<file path="src/rtl/spi_shift_engine.sv">
// ============================================================================
//  Module      : spi_shift_engine
//  Description : SPI master shift engine. Generates SCLK from a programmable
//                half-period, drives SS_N/MOSI, samples MISO and reports one
//                completed frame per accepted start request.
//  Revision    : 1.0 - initial release
// ============================================================================
`default_nettype none

module spi_shift_engine #(
    parameter int DW = 8
) (
    input  logic          BCLK,
    input  logic          RST,
    input  logic          en,
    input  logic          cpol,
    input  logic          cpha,
    input  logic          lsbfe,
    input  logic [2:0]    sppr,
    input  logic [2:0]    spr,
    input  logic          start,
    input  logic [DW-1:0] tx_data,
    input  logic          MISO,
    output logic          SCLK,
    output logic          MOSI,
    output logic          SS_N,
    output logic          busy,
    output logic          done,
    output logic [DW-1:0] rx_data
);

    // Edge counter must hold 0..2*DW
    localparam int EW = $clog2(2 * DW + 1);

    typedef enum logic [1:0] {
        IDLE  = 2'd0,
        LEAD  = 2'd1,
        XFER  = 2'd2,
        TRAIL = 2'd3
    } state_t;

    state_t          state_q, state_d;
    logic [10:0]     cnt_q, cnt_d;
    logic [10:0]     hm1_q, hm1_d;
    logic [EW-1:0]   edge_q, edge_d;
    logic            sclk_q, sclk_d;
    logic            mosi_q, mosi_d;
    logic            done_q, done_d;
    logic            cpol_q, cpol_d;
    logic            cpha_q, cpha_d;
    logic            lsbfe_q, lsbfe_d;
    logic [DW-1:0]   tx_sr_q, tx_sr_d;
    logic [DW-1:0]   rx_sr_q, rx_sr_d;
    logic [DW-1:0]   rx_data_q, rx_data_d;

    logic [10:0]     w_h;
    logic            w_tick;
    logic [EW-1:0]   w_k;
    logic            w_lead;
    logic            w_last;
    logic [DW-1:0]   w_tx_shift;
    logic [DW-1:0]   w_rx_in;
    logic [DW-1:0]   w_ntx;

    // State register and all datapath registers
    always_ff @(posedge BCLK or negedge RST) begin
        if (!RST) begin
            state_q   <= IDLE;
            cnt_q     <= '0;
            hm1_q     <= '0;
            edge_q    <= '0;
            sclk_q    <= 1'b0;
            mosi_q    <= 1'b0;
            done_q    <= 1'b0;
            cpol_q    <= 1'b0;
            cpha_q    <= 1'b0;
            lsbfe_q   <= 1'b0;
            tx_sr_q   <= '0;
            rx_sr_q   <= '0;
            rx_data_q <= '0;
        end else begin
            state_q   <= state_d;
            cnt_q     <= cnt_d;
            hm1_q     <= hm1_d;
            edge_q    <= edge_d;
            sclk_q    <= sclk_d;
            mosi_q    <= mosi_d;
            done_q    <= done_d;
            cpol_q    <= cpol_d;
            cpha_q    <= cpha_d;
            lsbfe_q   <= lsbfe_d;
            tx_sr_q   <= tx_sr_d;
            rx_sr_q   <= rx_sr_d;
            rx_data_q <= rx_data_d;
        end
    end

    // Next-state logic: half-period timing, edge sequencing, shifting, abort
    always_comb begin
        state_d    = state_q;
        cnt_d      = cnt_q;
        hm1_d      = hm1_q;
        edge_d     = edge_q;
        sclk_d     = sclk_q;
        mosi_d     = mosi_q;
        done_d     = 1'b0;
        cpol_d     = cpol_q;
        cpha_d     = cpha_q;
        lsbfe_d    = lsbfe_q;
        tx_sr_d    = tx_sr_q;
        rx_sr_d    = rx_sr_q;
        rx_data_d  = rx_data_q;
        w_ntx      = tx_sr_q;

        // H = (sppr+1) * 2^spr, range 1..1024
        w_h        = {7'd0, 4'({1'b0, sppr} + 4'd1)} << spr;
        w_tick     = (cnt_q == 11'd0);
        w_k        = edge_q + EW'(1);
        w_lead     = w_k[0];
        w_last     = (w_k == EW'(2 * DW));
        w_tx_shift = lsbfe_q ? (tx_sr_q >> 1) : (tx_sr_q << 1);
        w_rx_in    = lsbfe_q ? {MISO, rx_sr_q[DW-1:1]} : {rx_sr_q[DW-2:0], MISO};

        case (state_q)
            IDLE: begin
                // A start coinciding with done is still part of the old frame
                if (start && en && !done_q) begin
                    state_d = LEAD;
                    cpol_d  = cpol;
                    cpha_d  = cpha;
                    lsbfe_d = lsbfe;
                    hm1_d   = w_h - 11'd1;
                    cnt_d   = w_h - 11'd1;
                    edge_d  = '0;
                    sclk_d  = cpol;
                    tx_sr_d = tx_data;
                    rx_sr_d = '0;
                    mosi_d  = cpha ? 1'b0 : (lsbfe ? tx_data[0] : tx_data[DW-1]);
                end
            end
            LEAD, XFER: begin
                if (w_tick) begin
                    cnt_d   = hm1_q;
                    edge_d  = w_k;
                    sclk_d  = ~sclk_q;
                    state_d = w_last ? TRAIL : XFER;
                    if (cpha_q) begin
                        // Leading edges launch data (first one without shifting)
                        if (w_lead) begin
                            w_ntx   = (w_k == EW'(1)) ? tx_sr_q : w_tx_shift;
                            tx_sr_d = w_ntx;
                            mosi_d  = lsbfe_q ? w_ntx[0] : w_ntx[DW-1];
                        end else begin
                            rx_sr_d = w_rx_in;
                        end
                    end else begin
                        // First bit was launched at acceptance; last trailing edge launches nothing
                        if (w_lead) begin
                            rx_sr_d = w_rx_in;
                        end else if (!w_last) begin
                            tx_sr_d = w_tx_shift;
                            mosi_d  = lsbfe_q ? w_tx_shift[0] : w_tx_shift[DW-1];
                        end
                    end
                end else begin
                    cnt_d = cnt_q - 11'd1;
                end
            end
            TRAIL: begin
                if (w_tick) begin
                    state_d   = IDLE;
                    done_d    = 1'b1;
                    rx_data_d = rx_sr_q;
                    mosi_d    = 1'b0;
                end else begin
                    cnt_d = cnt_q - 11'd1;
                end
            end
            default: begin
                state_d = IDLE;
            end
        endcase

        // Disabling the engine abandons the frame without completion
        if (state_q != IDLE && !en) begin
            state_d   = IDLE;
            done_d    = 1'b0;
            rx_data_d = rx_data_q;
            mosi_d    = 1'b0;
            sclk_d    = cpol_q;
        end
    end

    // In IDLE SCLK tracks the live polarity; it is held low while in reset
    assign SCLK    = (state_q == IDLE) ? (cpol & RST) : sclk_q;
    assign MOSI    = (state_q == IDLE) ? 1'b0 : mosi_q;
    assign SS_N    = (state_q == IDLE);
    assign busy    = (state_q != IDLE);
    assign done    = done_q;
    assign rx_data = rx_data_q;

endmodule

`default_nettype wire
</file>
<file path="config.mk">
export PLATFORM = sky130hd
export DESIGN_NAME = spi_shift_engine
export DESIGN_NICKNAME = d
export VERILOG_FILES = /design/src/rtl/spi_shift_engine.sv
export SDC_FILE = /design/constraint.sdc
export NUM_CORES = 1
export LEC_CHECK = 0
export BUFFER_PORTS_ARGS = -buffer_cell sky130_fd_sc_hd__buf_2
export CAP_MARGIN = 20
export CORE_MARGIN = 3
export CORE_UTILIZATION = 65
export DETAILED_ROUTE_END_ITERATION = 16
export PLACE_DENSITY = 0.86
export SLEW_MARGIN = 5
export SYNTH_ARGS = -nofsm -noshare
export SYNTH_HDL_FRONTEND = slang
export SYNTH_SLANG_ARGS = --single-unit
</file>
<file path="constraint.sdc">
create_clock -name BCLK -period 5.24 [get_ports BCLK]
set_clock_uncertainty 0.05 [all_clocks]
set_input_delay 1.048 -clock BCLK [delete_from_list [all_inputs] [get_ports BCLK]]
set_output_delay 1.048 -clock BCLK [all_outputs]
set_load 0.01 [all_outputs]
</file>
**After elaboration in Yosys (flattened, before gate mapping)**

Cells that the tools add are included.

- Output and inout port bits: 13
- Register bits: 59
- Bits of input ports: 22
- Word-level logic and storage cells: 114

- Shifts and indexed selects: 1
- Muxes and demuxes: 51
- Bitwise operators: 3
- $add $sub $neg: 4
- Equal/unequal tests: 20
- Reductions and logical operators: 21

Operators by type and width:

| operator | count |
|---|---|
| $mux W8 | 14 |
| $mux W11 | 3 |
| $pmux W11 S3 | 1 |
| $pmux W8 S2 | 2 |
| $ne A3 B3 Y1 const B | 8 |
| $sub A11 B1 Y11 const B | 2 |
| $mux W1 | 21 |
| $ne A4 B4 Y1 const B | 3 |
| $reduce_and A3 Y1 | 4 |
| $reduce_and A6 Y1 | 2 |
| $logic_not A11 Y1 | 1 |
| $shl A4 B3 Y11 | 1 |
| $mux W5 | 2 |
| $pmux W5 S2 | 1 |
| $mux W2 | 4 |
| $reduce_and A7 Y1 | 1 |
| $pmux W2 S3 | 1 |
| $add A5 B1 Y5 const B | 1 |
| $eq A5 B1 Y1 const B | 1 |
| $eq A5 B5 Y1 const B | 1 |
| $reduce_and A5 Y1 | 1 |
| $add A3 B1 Y4 const B | 1 |
| $eq A2 B2 Y1 const B | 2 |
| $ne A2 B2 Y1 const B | 2 |
| 14 further kinds | 20 |

**Longest topological paths before layout**

- Depth in word-level cells: 9
- Mapped depth: 12
- Depth with buffers taken out: 9

**Worst setup path before layout**

No wires, ideal clock.

- Path type: input -> register
- Start: in spr[0]
- End: reg cnt_q[8]
- Required time: 5.064 ns
- Path buffers: 3
- Library setup time: 0.126 ns
- Stages on the path: 11
- Arrival time: 3.161 ns
- Setup slack: 1.902 ns
- Path through: buf_2 -> buf_2 -> buf_1 -> o21ai_0 -> nand2b_1 -> ha_1 -> and2_1 -> a41oi_2 -> nor3_1 -> xnor2_1 -> a311o_1

- Word-level cells in the longest chain between the ends: 4

RTL lines:

| item | RTL line | text |
|---|---|---|
| start: declaration | 20 | `input logic [2:0] spr,` |
| $shl A4 B3 Y11 | 116 | `w_h = {7'd0, 4'({1'b0, sppr} + 4'd1)} << spr;` |
| $sub A11 B1 Y11 | 133 | `cnt_d = w_h - 11'd1;` |
| $mux W11 | 127 | `if (start && en && !done_q) begin` |
| $pmux W11 S3 | 124 | `case (state_q)` |
| end signal: assignment | 83 | `cnt_q <= cnt_d;` |
| end: declaration | 43 | `logic [10:0] cnt_q, cnt_d;` |

No other way between the ends. The select of a mux whose other input is x is not followed.
A chain may end at the register's enable or synchronous reset.

**Worst setup path after layout**

- Start: reg state_q[1]
- End: out busy

- Word-level cells in the longest chain between the ends: 1

RTL lines:

| item | RTL line | text |
|---|---|---|
| start: declaration | 42 | `state_t state_q, state_d;` |
| start signal: assignment | 82 | `state_q <= state_d;` |
| $reduce_bool A2 Y1 | 198 | `assign busy = (state_q != IDLE);` |
| end: declaration | 27 | `output logic busy,` |

No other way between the ends.

==> parameters.txt <==
Parameter                              Value

Global route
  Leftover overflow at the end of global routing    0
  Number of global-route vias before repair    3374
  Global routing met1 resource utilization    35.9%
  Global routing's busiest layer    met2
  Largest net degree at the start of global routing    60
  Met2 usage    between 40% and 50%
  Antenna violations before repair    0
  GR Layer Usage met3    under 10%
  Total global-route track usage    27.4%
  Global-route wire length before repair    15800 microns

Routing
  Initial DRC Count    280
  DRC Markers    0
  Remaining antenna violation count    0
  Vias/cell    about 6.4
  Detailed-route wire length    9400 microns
  Wire length per cell    between 15 and 20 microns
  Vias after detailed routing    3549
  Drt first pass iters    6

Yosys
  Netlist Area Pre-Place    ~4100 sq um
  Syn Area/Cell    8.97 sq um
  Synth async-reset ratio    100%
  Compound-cell area share of the yosys netlist    between 20% and 30%
  Top_reg_cell synth    dfrtp_1
  Yosys cell types    73
  Simple-gate share of the synthesized area    17.9%
  Largest cells by area after synthesis    dfrtp_1 36%, mux2_2 7.8%, o21ai_0 5.3%, nand2_1 4.3%, mux2i_1 3.0%
  Total number of yosys warnings    0
  Library cell occupying the most area in the post-synthesis netlist    dfrtp_1
  Post-synth top cells    59 x dfrtp_1, 47 x nand2_1, 43 x o21ai_0
  Number of flops mapped to enable cells by yosys    0
  Main combinational cell family by area after synthesis    compound AO/OA/AOI/OAI gates
  Leading cell type by number of instances after synthesis    dfrtp_1
  Mux share of post-synthesis cell area    11.3%
  Xor/xnor cell area share of the yosys netlist    ~3.4%
  Sequential share of the synthesized area    36.3%
  Synthesized-area fraction occupied by adder cells    2.46%
  Cell count after synthesis    453
  Top cell type's share of synthesized area    a little over a third
  Number of storage elements in the synthesis netlist    59
  Syn nets    between 400 and 500

Hold path
  Hold-critical path endpoint    hm1_q[7]
  Hold Path Stages    2
  Type of the tightest min-delay check    reg -> reg
  Hold_sp    hm1_q[7]

Placed design
  Weighted congestion reported at the end of routability-driven placement    0.894
  Placed wire-length estimate after detailed placement    ~6400 microns
  Count of input and output buffers    34

Setup path
  Minimum setup slack among reg-to-reg paths    2.33 ns
  R2R Path Start    state_q[1]
  CP required    4.14 ns
  Type of the setup path with the least slack    reg -> out
  Type of destination of the critical path    primary output
  Arrival @ worst endpoint    2.36 ns
  Depth of the worst register-to-register path    9
  Worst r2r dst    rx_sr_q[0]
  Kind of launch point of the worst setup path    flip-flop
  Highest fanout seen on the critical path    24

Timing
  Final period utilization    about two thirds
  Count of endpoints failing hold in the final timing report    0
  Fmax    289 MHz
  Total Negative Setup Slacks    0 ns
  Max transition margin    30.9%
  Worst-margin pin slew    1.04 ns
  Hold slack final    approximately 0.42 ns
  Final number of setup-violating endpoints    0
  Unrepaired setup endpoints after global routing    no
  Final min period    3.46 ns
  Slew Viols, Final    0

Clocking
  TritonCTS Buffers    9
  Number of sinks on the clock net    59
  Maximum buffer depth of the clock tree    2
  Skew-Pair Late Insertion Delay    0.36 ns
  Clock tree root driver cell    clkbuf_8
  Register clock-pin slew on the reported worst setup and hold paths    0.07 ns
  CTS tree    yes
  Count of H-tree levels built during CTS    3
  Post-CTS setup repair buffer count    0
  Number of gates given a new drive strength after cts    0
  Number of buffers inserted for hold repair after clock tree synthesis    0

Job
  Max Cap Violations    0

Cells and area
  FF+latch area    between 1000 and 1500 sq um
  Final layout net count    ~500
  Ant. Diodes    0
  Signed area change from the synthesized netlist to the final layout    8.81%
  Fill cells    476
  Proportion of layout cells with a drive suffix above 1    20.3%
  Area of the multi-input gates    2370 sq um

Pwr
  Total power divided by cell area    513 nW/um^2
  Total Power Consumption    2.27 mW
  Maximum VDD drop    0.411 mV
  Static leakage    1.95 nW

Die
  Core region area    5990 sq um
  Die Height    85.1 microns
  Starting Density    67.8%
  Die width    85.1 microns
  Total I/O pin count    35
  Die area    7240 sq um
  Row count    28

Run status
  Result of the run    finished clean
cell type report:
cell class / count / area share, %
Inverter: 24 / 2.04
Tap cell: 75 / 2.12
Clock inverter: 6 / 1.44
Sequential cell: 59 / 33.4
Timing Repair Buffer: 37 / 4.36
Multi-Input combinational cell: 341 / 53.5
Clock buffer: 10 / 3.11
worst max path at each step:
stage | startpoint | endpoint | slack [ns] | cells after the start
finish | state_q[1] | busy | 1.78 | 4
detailed placement | sppr[0] | cnt_q[10] | 1.66 | 10
CTS | state_q[1] | busy | 1.80 | 4
floorplan | spr[0] | cnt_q[8] | 1.90 | 11
global placement | sppr[0] | cnt_q[10] | 1.79 | 10
global route | state_q[0] | busy | 1.63 | 4
worst max-delay path: stages, from the launching register on:
cell and delay [ns]:
dfrtp_1 0.42, inv_1 0.07, ha_1 0.72, clkinv_1 0.52, buf_2 0.27
flip-flops by register name, summed over array words and instances (netlist names), 2 cells and up:
register,count
tx_sr_q,8
rx_data,8
state_q,2
cnt_q,11
rx_sr_q,8
edge_q,5
hm1_q,11
layer usage:
layer,part of all wire (%),up-vias
met4,2.2,0
met5,0,-
met3,6.6,23
met1,43,1688
met2,49,138
li1,-,1700
power by group:
group	internal, mW	switching [mW]	total, mW
Combinational	0.444	0.556	1.00
Sequential	0.635	0.206	0.841
Clock	0.232	0.193	0.425
Total	1.31	0.956	2.27
per-stage QoR:
step,cells,setup WS (ns),utilization [%],instance area [sq um]
2_1_floorplan,453,1.90,-,4060
3_3_place_gp,536,1.79,70.4,4220
3_5_place_dp,536,1.66,70.4,4220
4_1_cts,552,1.80,73.8,4420
5_1_grt,552,1.63,73.8,4420
6_report,552,1.78,73.8,4420
layout by cell type (no fill, tap or decap), types with 8 or more instances in the layout:
cell type and n:
xnor2_1 10, o211ai_1 12, nand2_1 47, dfrtp_1 59, inv_1 23, buf_2 34
nor3_1 15, nand3_1 8, nor2_1 21, mux2_2 28, a21oi_1 18, clkbuf_8 10
ha_1 8, nand2b_1 8, o21ai_0 43, mux2i_1 12
cells by family (layout without fill, tap and decap cells):
| group | count (synthesis) | in the layout |
|---|---|---|
| AOI/OAI and AO/OA | 139 | 139 |
| and+or+nand+nor | 138 | 138 |
| DFF | 59 | 59 |
| buffers and inverters | 53 | 77 |
| muxes | 41 | 41 |
| xor gates and xnor gates | 15 | 15 |
| adders and majority gates | 8 | 8 |
Power figures use the tool's default switching activity.
